### src/rtl/walk_display_driver.sv
// Pedestrian signal display back end: row-scanned 8x8 figure (stand / two-frame walk)
// and a two-digit multiplexed seven-segment countdown, with blinking in the last seconds.
module walk_display_driver #(
   parameter int SCAN_DIV  = 1000,
   parameter int FRAME_DIV = 250,
   parameter int BLINK_DIV = 125
) (
   input  logic       clk,
   input  logic       rst,
   input  logic       pattern,
   input  logic [3:0] second,
   input  logic       pause,
   output logic [7:0] row_sel,
   output logic [7:0] col,
   output logic [6:0] seg,
   output logic [1:0] an
);
   localparam int SW = (SCAN_DIV  > 1) ? $clog2(SCAN_DIV)  : 1;
   localparam int FW = (FRAME_DIV > 1) ? $clog2(FRAME_DIV) : 1;
   localparam int BW = (BLINK_DIV > 1) ? $clog2(BLINK_DIV) : 1;
   localparam logic [SW-1:0] SCAN_LAST  = SW'(SCAN_DIV - 1);
   localparam logic [FW-1:0] FRAME_LAST = FW'(FRAME_DIV - 1);
   localparam logic [BW-1:0] BLINK_LAST = BW'(BLINK_DIV - 1);

   typedef enum logic [1:0] {STAND, WALK_A, WALK_B} state_t;

   state_t        state_q, state_d;
   logic [SW-1:0] presc_q, presc_d;
   logic [2:0]    row_idx_q, row_idx_d;
   logic          dig_idx_q, dig_idx_d;
   logic [FW-1:0] frame_cnt_q, frame_cnt_d;
   logic [BW-1:0] blink_cnt_q, blink_cnt_d;
   logic          blink_on_q, blink_on_d;
   logic [7:0]    row_sel_q, row_sel_d;
   logic [7:0]    col_q, col_d;
   logic [6:0]    seg_q, seg_d;
   logic [1:0]    an_q, an_d;
   logic          scan_tick;
   logic          blink_act;
   logic          show_dig;
   logic [3:0]    ones;

   function automatic logic [7:0] bitmap(input state_t s, input logic [2:0] r);
      logic [7:0] v;
      v = 8'h18;
      case (s)
         WALK_A: case (r)
            3'd2: v = 8'h3A;   3'd3: v = 8'h5C;   3'd4: v = 8'h18;
            3'd5: v = 8'h24;   3'd6: v = 8'h42;   3'd7: v = 8'h81;
            default: v = 8'h18;
         endcase
         WALK_B: case (r)
            3'd2: v = 8'h5C;   3'd3: v = 8'h3A;   3'd4: v = 8'h18;
            3'd5: v = 8'h28;   3'd6: v = 8'h24;   3'd7: v = 8'h24;
            default: v = 8'h18;
         endcase
         default: case (r)
            3'd2: v = 8'h3C;   3'd3: v = 8'h5A;   3'd4: v = 8'h18;
            3'd5: v = 8'h24;   3'd6: v = 8'h24;   3'd7: v = 8'h24;
            default: v = 8'h18;
         endcase
      endcase
      return v;
   endfunction

   // Active-low {g,f,e,d,c,b,a}; anything outside 0..9 blanks the digit.
   function automatic logic [6:0] seg7(input logic [3:0] d);
      case (d)
         4'd0: return 7'h40;   4'd1: return 7'h79;   4'd2: return 7'h24;
         4'd3: return 7'h30;   4'd4: return 7'h19;   4'd5: return 7'h12;
         4'd6: return 7'h02;   4'd7: return 7'h78;   4'd8: return 7'h00;
         4'd9: return 7'h10;
         default: return 7'h7F;
      endcase
   endfunction

   assign scan_tick = (presc_q == SCAN_LAST);
   assign blink_act = pattern && (second >= 4'd1) && (second <= 4'd3);
   assign ones      = (second == 4'd10) ? 4'd0 : second;

   always_ff @(posedge clk) begin
      if (rst) state_q <= STAND;
      else     state_q <= state_d;
   end

   always_comb begin
      state_d     = state_q;
      frame_cnt_d = frame_cnt_q;
      if (!pattern) begin
         state_d     = STAND;
         frame_cnt_d = '0;
      end else if (state_q == STAND) begin
         state_d     = WALK_A;
         frame_cnt_d = '0;
      end else if (scan_tick && !pause) begin
         if (frame_cnt_q == FRAME_LAST) begin
            frame_cnt_d = '0;
            state_d     = (state_q == WALK_A) ? WALK_B : WALK_A;
         end else begin
            frame_cnt_d = frame_cnt_q + 1'b1;
         end
      end
   end

   always_comb begin
      presc_d     = scan_tick ? '0 : presc_q + 1'b1;
      row_idx_d   = scan_tick ? row_idx_q + 3'd1 : row_idx_q;
      dig_idx_d   = scan_tick ? ~dig_idx_q : dig_idx_q;
      blink_cnt_d = blink_cnt_q;
      blink_on_d  = blink_on_q;
      if (!blink_act) begin
         blink_cnt_d = '0;
         blink_on_d  = 1'b1;
      end else if (scan_tick && !pause) begin
         if (blink_cnt_q == BLINK_LAST) begin
            blink_cnt_d = '0;
            blink_on_d  = ~blink_on_q;
         end else begin
            blink_cnt_d = blink_cnt_q + 1'b1;
         end
      end
   end

   // Output stage renders the pre-update indices so a new row appears one clock after its tick.
   always_comb begin
      row_sel_d = 8'h01 << row_idx_q;
      an_d      = dig_idx_q ? 2'b01 : 2'b10;
      col_d     = blink_on_q ? bitmap(state_q, row_idx_q) : 8'h00;
      show_dig  = pattern && (second >= 4'd1) && (second <= 4'd10) && blink_on_q;
      seg_d     = 7'h7F;
      if (show_dig) begin
         if (!dig_idx_q)             seg_d = seg7(ones);
         else if (second == 4'd10)   seg_d = seg7(4'd1);
      end
   end

   always_ff @(posedge clk) begin
      if (rst) begin
         presc_q     <= '0;
         row_idx_q   <= '0;
         dig_idx_q   <= 1'b0;
         frame_cnt_q <= '0;
         blink_cnt_q <= '0;
         blink_on_q  <= 1'b1;
         row_sel_q   <= 8'h00;
         col_q       <= 8'h00;
         seg_q       <= 7'h7F;
         an_q        <= 2'b11;
      end else begin
         presc_q     <= presc_d;
         row_idx_q   <= row_idx_d;
         dig_idx_q   <= dig_idx_d;
         frame_cnt_q <= frame_cnt_d;
         blink_cnt_q <= blink_cnt_d;
         blink_on_q  <= blink_on_d;
         row_sel_q   <= row_sel_d;
         col_q       <= col_d;
         seg_q       <= seg_d;
         an_q        <= an_d;
      end
   end

   assign row_sel = row_sel_q;
   assign col     = col_q;
   assign seg     = seg_q;
   assign an      = an_q;

endmodule
### config.mk
export PLATFORM = sky130hd
export DESIGN_NAME = walk_display_driver
export DESIGN_NICKNAME = d
export VERILOG_FILES = /design/src/rtl/walk_display_driver.sv
export SDC_FILE = /design/constraint.sdc
export NUM_CORES = 1
export LEC_CHECK = 0
export ABC_AREA = 1
export CAP_MARGIN = 20
export CORE_MARGIN = 8
export CORE_UTILIZATION = 30
export CTS_CLUSTER_SIZE = 14
export DETAILED_ROUTE_END_ITERATION = 8
export HOLD_SLACK_MARGIN = 0.06
export MAX_ROUTING_LAYER = met4
export RECOVER_POWER = 100
export SLEW_MARGIN = 20
export SYNTH_ARGS = -nofsm -noshare
export SYNTH_HDL_FRONTEND = slang
export SYNTH_SLANG_ARGS = --single-unit
export TNS_END_PERCENT = 1
### constraint.sdc
create_clock -name clk -period 1.7 [get_ports clk]
set_input_delay 0.255 -clock clk [delete_from_list [all_inputs] [get_ports clk]]
set_output_delay 0.255 -clock clk [all_outputs]
set_load 0.02 [all_outputs]
# ---- After elaboration in Yosys (flattened, before gate mapping)
# Memories as Yosys holds them, arrays and structs flattened.
# Cells that the tools add are included.
dict set report classes {
  order_cmp 3
  n_eq_ne 11
  muxes 14
  n_reduce_logical 20
  shift 1
  div_mod_pow 0
  n_mul 0
  add_sub_neg 4
  bitwise_logic 5
}
# operator n
set ops {}
lappend ops {{$pmux 8 s5} 1}
lappend ops {{$pmux 7 s4} 1}
lappend ops {{$pmux 7 s3} 1}
lappend ops {{$pmux 8 s2} 1}
lappend ops {{$mux 7} 2}
lappend ops {{$reduce_or 2->1} 6}
lappend ops {{$add 10x1->10 const B} 1}
lappend ops {{$eq 10x10->1 const B} 1}
lappend ops {{$eq 3x3->1 const B} 3}
lappend ops {{$add 8x1->8 const B} 1}
lappend ops {{$eq 8x8->1 const B} 1}
lappend ops {{$mux 8} 1}
lappend ops {{$shl 1x3->8 const A} 1}
lappend ops {{$add 7x1->7 const B} 1}
lappend ops {{$eq 7x7->1 const B} 1}
lappend ops {{$eq 3x2->1 const B} 2}
lappend ops {{$reduce_and 2->1} 3}
lappend ops {{$reduce_or 3->1} 2}
lappend ops {{$logic_and 1x1->1} 5}
lappend ops {{$not 1->1} 5}
lappend ops {{$eq 4x4->1 const B} 1}
lappend ops {{$ge 4x1->1 const B} 1}
lappend ops {{$le 4x2->1 const B} 1}
lappend ops {{$le 4x4->1 const B} 1}
lappend ops {{other kinds (10)} 14}
dict set report word_totals {
  mem_bits_ro 112
  register_bits 57
  ram_bits 0
  out_inout_bits 25
  latch_bits 0
  mem_count 1
}
# memory words word_bits read_ports rd_clocked_by_memory_dff write_ports line_no
set mem_list {}
lappend mem_list {{(no name shown)} 16 7 1 0 0 68} ;# case (d)

# ---- Longest topological paths before layout
# Gate-level depths: netlist of the first run.
dict set report depth {
  depth_word 6
  mapped_depth 11
}

# ---- Least setup slack after synthesis of the first run
# OpenSTA, ideal clock, no wires.
dict set report synth_timing {
  path_type {reg-to-reg}
  startpoint {register presc_q[0]}
  endpoint {register presc_q[7]}
  path_slack_ns 0.281
  setup_ns 0.115
  required_ns 1.585
  arrival_ns 1.303
  synth_period_minus_slack_ns 1.419
  stages_incl_launch_ff 8
  cell_sequence {dfxtp_1 -> ha_1 -> nand2_2 -> nor2_4 -> nand3_4 -> nand2_1 -> o21bai_1 -> nor2_1}
}
dict set report synth_between {
  elab_chain_cells 2
}
# element line_no
set synth_rtl {}
lappend synth_rtl {{start: declaration} 28} ;# logic [SW-1:0] presc_q, presc_d;
lappend synth_rtl {{start signal: assignment} 150} ;# presc_q <= presc_d;
lappend synth_rtl {{branches (longest 2 deep; another with $add 10x1->10)} -}
# Parallel ways; which one is timed is not known.
# A chain may end at the register's enable or synchronous reset.

# ---- Final worst setup path of the first run
dict set report layout_timing {
  startpoint {register col_q[6] (netlist: col[6])}
  endpoint {output port col[6]}
}
# element line_no
set layout_rtl {}
lappend layout_rtl {{start: declaration} 35} ;# logic [7:0] col_q, col_d;
lappend layout_rtl {{start signal: assignment} 157} ;# col_q <= col_d;
lappend layout_rtl {{end: declaration} 14} ;# output logic [7:0] col,
# No word-level cell between the ends.

==> results.md, run 1 <==
- Compound-cell area share of the yosys netlist: about 10%
- H-tree lvl count: 2
- Yosys top cell by area: dfxtp_1
- Avg Inst Size Synth: around 7.4 sq um
- Layout net count: around 450
- Mux cell area share after synthesis: 0%
- Vias per inst: 4.49
- Primary FF master, synth: dfxtp_1
- Port bufs: 32
- Family with the most delay on the worst path: buffers and inverters
- Adder-cell share of the synthesized area: approximately 8.6%
- Clk slew on worst S/H paths: roughly 0.1 ns
- Syn Nets: 397
- Yosys warnings: 0
- #FFs+latches synth: 56
- RePlAce Congestion: roughly 0.92
- Post-Syn Area: roughly 0.0028 sq mm
- All-Layer GR Usage: under 10%
- Post-synth EDFFs: 0
- Share of cells above drive strength 1: under 10%
- Cells after synthesis: 370
- Final period util: roughly 93%
- Status: complete, no violations
- Seq/Total Area, Yosys: just over 40%
- ANT nets after route: 0
- VDD IR max: around 0.0003 V
- CTS tree: built
- Slew margin rel.: between 60 and 70%
- Die W: 112 microns
- Share of the synthesized area in the top cell type: between 40% and 50%
- Placed insts: about 530
- Skew-Pair Late Insertion Delay: 0.31 ns
- CP endpoint kind: output port
- Root Driver: clkbuf_8
- Combinational family with the most area after synthesis: simple AND/OR/NAND/NOR gates
- Final Power: roughly 2.3 mW
- Hold Buf Count CTS: 0
- Post-DP HPWL: 4410 microns
- Synth async-reset ratio: 0%
- Die span in y: about 110 microns
- Row cnt: 35
- Crit start category: register
- WP buf/inv: 1
- Vias in the first global route: approximately 2400
- Largest net degree at the start of global routing: 20
- Crit-path cells: dlygate4sd3_1
- Final antenna diode count: 0
- Max-cap viol count: 0
- P&R area growth vs syn: 24.5%
- Dominant cells by area after synthesis: dfxtp_1, nand2_1, ha_1, nor2_1, inv_1
- Clk_skew: 0.00874 ns
- Slew @ Worst Pin: roughly 0.54 ns
- RSZ-0062 raised after global routing: false
- Post-Synth Simple-Gate Area: about a third
- Leakage: approximately 1.5 nW
- Top cells by instance count after synthesis: nand2_1, dfxtp_1, nor2_1
- CP max-delay cell: dlygate4sd3_1
- DRC: 0
- Clk buf depth: 2
- Final Non-Filler Cells: ~540
- Per-cell routed wire length: ~11 microns
- Final Setup Violations: 0
- Hold Vio Cnt, Final: 0
- WP data required: between 1 and 1.5 ns
- Sum Neg Setup Slack: 0 ns
- PD cells: slightly below 700 mW/mm^2
- Synth unique cells: 34
- CP max stage delay: roughly 0.7 ns
- Most frequent cell after synthesis: nand2_1
- Detailed-route via count: 2416
- Total CTS buffers: 5
- Drt pass-1 iters: 4
- # clock sinks: 56
- Crit-path max FO: 1
- Initial antenna violation count: 0
- Hold_ws: between 0.4 and 0.5 ns
- WP data arrival: 1.32 ns
- Initial DRC count: 68
- GR Overflow Total: 0
- Fin crit period: between 1.5 and 2 ns
- Xor and xnor area share after synthesis: roughly 1.6%
- Setup CP Type: register to output port
- Tightest Hold Check Type: register to register
- Boundary Pins: 33
- Core region area: between 0.009 and 0.01 sq mm
- Drt total wl: about 5700 microns
- Initial cell density of the core: between 30% and 40%
- Pins Over Slew Limit: 0
- Die area: between 0.01 and 0.015 sq mm
- First-pass GRT wire length: around 10000 microns
- Fmax: around 630 MHz
[final timing paths]
path / slack [ns] / to / startpoint / cells after the start
worst max register to register: 0.18 / col[4] / row_idx_q[0] / 11
worst min register to register: 0.43 / an[1] / dig_idx_q / 1
worst min-delay path: 0.43 / an[1] / dig_idx_q / 1
worst max-delay path: 0.12 / col[6] / col[6] / 1
[area by class of cell]
type | instances | area [sq um]
clock buffer | 6 | 82.6
clock inverter | 2 | 13.8
fill | 920 | 5640
inverter | 44 | 165
multi-input combinational | 264 | 1430
sequential | 56 | 1120
tap | 111 | 139
timing repair buffer | 55 | 475
[per-layer routing]
| metal | track usage [%] | up-vias | share of wire [%] |
|---|---|---|---|
| met1 | 11.4 | 1072 | 47 |
| met4 | 3.01 | 0 | 1.1 |
| met2 | 16.6 | 39 | 48 |
| met5 | - | - | 0 |
| li1 | - | 1299 | - |
| met3 | 2.27 | 6 | 4.1 |
[where the power goes]
part | internal [mW] | switching, mW | leakage (nW)
Clock | 0.334 | 0.439 | 0.0516
Combinational | 0.0863 | 0.110 | 0.947
Sequential | 1.33 | 0.0106 | 0.455
[sequential cells by signal, indices dropped and copies added, names as in the netlist, 3 cells and up]
register	count
seg	7
row_sel	8
row_idx_q	3
presc_q	10
frame_cnt_q	8
blink_cnt_q	7
col	7
[timing repair]
item                       CTS  global route
gates resized for setup      0             3
setup endpoints to repair    0            10
buffers inserted             0             2
[placed cells by master (no fill, tap or decap), types with 2 or more instances in the layout]
cell,count
nand2_1,84
dfxtp_1,54
nor2_1,53
inv_1,43
nand3_1,28
dlygate4sd3_1,27
a21oi_1,24
ha_1,19
buf_4,18
o21ai_0,16
clkbuf_8,6
xor2_1,5
clkdlybuf4s50_1,5
o21bai_1,4
clkbuf_1,4
nand4_1,3
nand2_2,3
nor3b_1,3
nand3b_1,3
nor2_4,2
nor2_2,2
nor3_1,2
a31oi_1,2
dfxtp_2,2
[metrics by stage]
| stage | util (%) | worst slack [ns] | area (sq um) |
|---|---|---|---|
| finish | 37.8 | 0.123 | 3430 |
| global route | 37.8 | 0.00489 | 3430 |
| CTS | 37.8 | 0.0662 | 3430 |
| detailed placement | 36.7 | -0.0442 | 3330 |
| global placement | 36.7 | 0.0151 | 3330 |
| floorplan | - | 0.281 | 2750 |
[cells by family after synthesis]
kind of cell    count (synthesis)
compound gates                 51
xor+xnor                        5
fa+ha+maj                      19
buf+inv                        50
flops                          56
simple gates                  189
No activity file was read; power rests on OpenSTA's default activity.
==> inputs of run 2 (changes only) <==
CORE_UTILIZATION = 40   (was 30)
==> run 2 against run 1 <==
  * Die area shrank 22%
  * Maximum frequency shrank 0.56%
  * Utilization grew 13 points
  * Clock-buffer cell count is the same
  * Clock power shrank 2%
  * Flip-flop and latch count is the same
  * Global-route usage grew 2.5 points
  * Largest power group unchanged
  * Highest routed layer unchanged
==> results.md, run 2 (same netlist as run 1, synthesis figures left out) <==
- Most flop-heavy register: presc_q
- GR Overflow Total: 0 (unchanged)
- VDD IR max: 0.000357 V (+21%)
- All-Layer GR Usage: 12.4% (+2.5 points)
- Detailed-route via count: 2448 (+1.3%)
- Max reg flops: 10 (unchanged)
- Drt total wl: 5570 microns (-1.7%)
- Final Setup Violations: 0 (unchanged)
- Row cnt: 30 (-14%)
- Skew-Pair Late Insertion Delay: 0.31 ns (about the same)
- Die W: 99.0 microns (-11%)
- Largest net degree at the start of global routing: 20 (unchanged)
- Per-cell routed wire length: 11.0 microns (+4.3%)
- Final instance area: 0.00340 sq mm (-0.98%)
- WP buf/inv: 1 (unchanged)
- Fmax: 631 MHz (-0.56%)
- Status: complete, no violations
- Final Power: 2.30 mW (-0.62%)
- Clk slew on worst S/H paths: 0.09 ns (about the same)
- WP data arrival: 1.33 ns (about the same)
- Hold Vio Cnt, Final: 0 (unchanged)
- Clk buf depth: 2 (unchanged)
- Leakage: 1.46 nW (+0.22%)
- Root Driver: clkbuf_8
- Die area: 0.00980 sq mm (-22%)
- Initial antenna violation count: 0 (unchanged)
- Pins Over Slew Limit: 0 (unchanged)
- Share of cells above drive strength 1: 9.37% (-0.47 points)
- Cell depth of the worst hold path: 1 (unchanged)
- CTS tree: built
- CP max-delay cell: dlygate4sd3_1
- WP data required: 1.44 ns (about the same)
- Placed insts: 496 (-6.1%)
- RSZ-0062 raised after global routing: true
- Setup CP Type: register to output port
- Final antenna diode count: 0 (unchanged)
- Max-cap viol count: 0 (unchanged)
- Die span in y: 99.0 microns (-11%)
- CP endpoint kind: output port
- Slew @ Worst Pin: 0.529 ns (-0.00814 ns)
- Vias per inst: 4.83 (+7.5%)
- Most frequent cells in the layout: nand2_1, dfxtp_1, nor2_1, inv_1, nand3_1
- Sum Neg Setup Slack: 0 ns (unchanged)
- Crit start category: register
- Final period util: 93.3% (+0.52 points)
- Drt pass-1 iters: 4 (unchanged)
- Initial DRC count: 136 (+100%)
- Final Non-Filler Cells: 507 (-5.8%)
- Port bufs: 32 (unchanged)
- Most common cell after layout, fill and taps aside: nand2_1
- Layout net count: 453 (unchanged)
- ANT nets after route: 0 (unchanged)
- Fin crit period: 1.59 ns (+0.00890 ns)
- Crit. path cell count: 1 (unchanged)
- Crit-path max FO: 1 (unchanged)
- Slew margin rel.: 64.5% (+0.55 points)
- Core region area: 0.00672 sq mm (-26%)
- RePlAce Congestion: 0.923 (+0.33%)
- PD cells: 677 mW/mm^2 (+0.37%)
- Hold Buf Count CTS: 0 (unchanged)
- # clock sinks: 56 (unchanged)
- Cell Area, Placed: 0.00330 sq mm (-1.0%)
- H-tree lvl count: 2 (unchanged)
- P&R area growth vs syn: 23.3%
- Initial cell density of the core: 41.0% (+11 points)
- Crit-path cells: dlygate4sd3_1
- Tightest Hold Check Type: register to register
- DRC: 0 (unchanged)
- Clk_skew: 0.00578 ns (-0.00297 ns)
- CP max stage delay: 0.68 ns (about the same)
- Family with the most delay on the worst path: buffers and inverters
- First-pass GRT wire length: 9890 microns (-4.1%)
- Post-DP HPWL: 4330 microns (-1.8%)
- Total CTS buffers: 5 (unchanged)
- Worst Reg-to-Reg Cells: 8 (-3)
- Vias in the first global route: 2262 (-4.6%)
- Boundary Pins: 33 (unchanged)
[run 2: cell types whose count changed in the layout (fill, tap and decap cells not counted), sizes merged]
cell | previous run | this run
clkbuf | 11 | 10
buf | 18 | 19
[run 2: path summary, 6_finish.rpt]
path	from	to	slack (ns)
worst min-delay path	dig_idx_q	an[1]	0.44
worst max register to register	presc_q[0]	blink_cnt_q[2]	0.15
worst max-delay path	col[6]	col[6]	0.11
worst min register to register	dig_idx_q	an[1]	0.44
[run 2: area by class of cell]
cell class / count / area [sq um]
fill: 655 / 3320
multi-input combinational: 264 / 1420
sequential: 56 / 1120
timing repair buffer: 55 / 492
inverter: 44 / 165
tap: 80 / 100
clock buffer: 6 / 82.6
clock inverter: 2 / 13.8
[run 2: metal layers]
| layer | global-route usage, % | share of wire, % |
|---|---|---|
| met1 | 14.2 | 47 |
| met2 | 20.3 | 47 |
| met3 | 2.82 | 3.7 |
| met4 | 5.08 | 1.5 |
| met5 | - | 0 |
[run 2: where the power goes]
group	switching [mW]	leakage, nW	internal (mW)
Clock	0.426	0.0516	0.334
Combinational	0.111	0.950	0.0860
Sequential	0.0102	0.455	1.33
Total	0.547	1.46	1.75
[run 2: per-stage QoR]
stage | util (%) | worst slack (ns) | hold slack [ns]
2_1_floorplan | - | 0.281 | 0.327
3_3_place_gp | 49.1 | 0.00438 | 0.414
3_5_place_dp | 49.1 | -0.0275 | 0.425
4_1_cts | 50.5 | 0.0822 | 0.448
5_1_grt | 50.5 | -0.0134 | 0.469
6_report | 50.5 | 0.114 | 0.439
[run 2: repair_timing]
item / 4_1_cts / 5_1_grt
gates resized for setup: 0 / 2
endpoints found under the hold margin: 0 / 0
setup endpoints to repair: 0 / 7
buffers inserted: 0 / 3
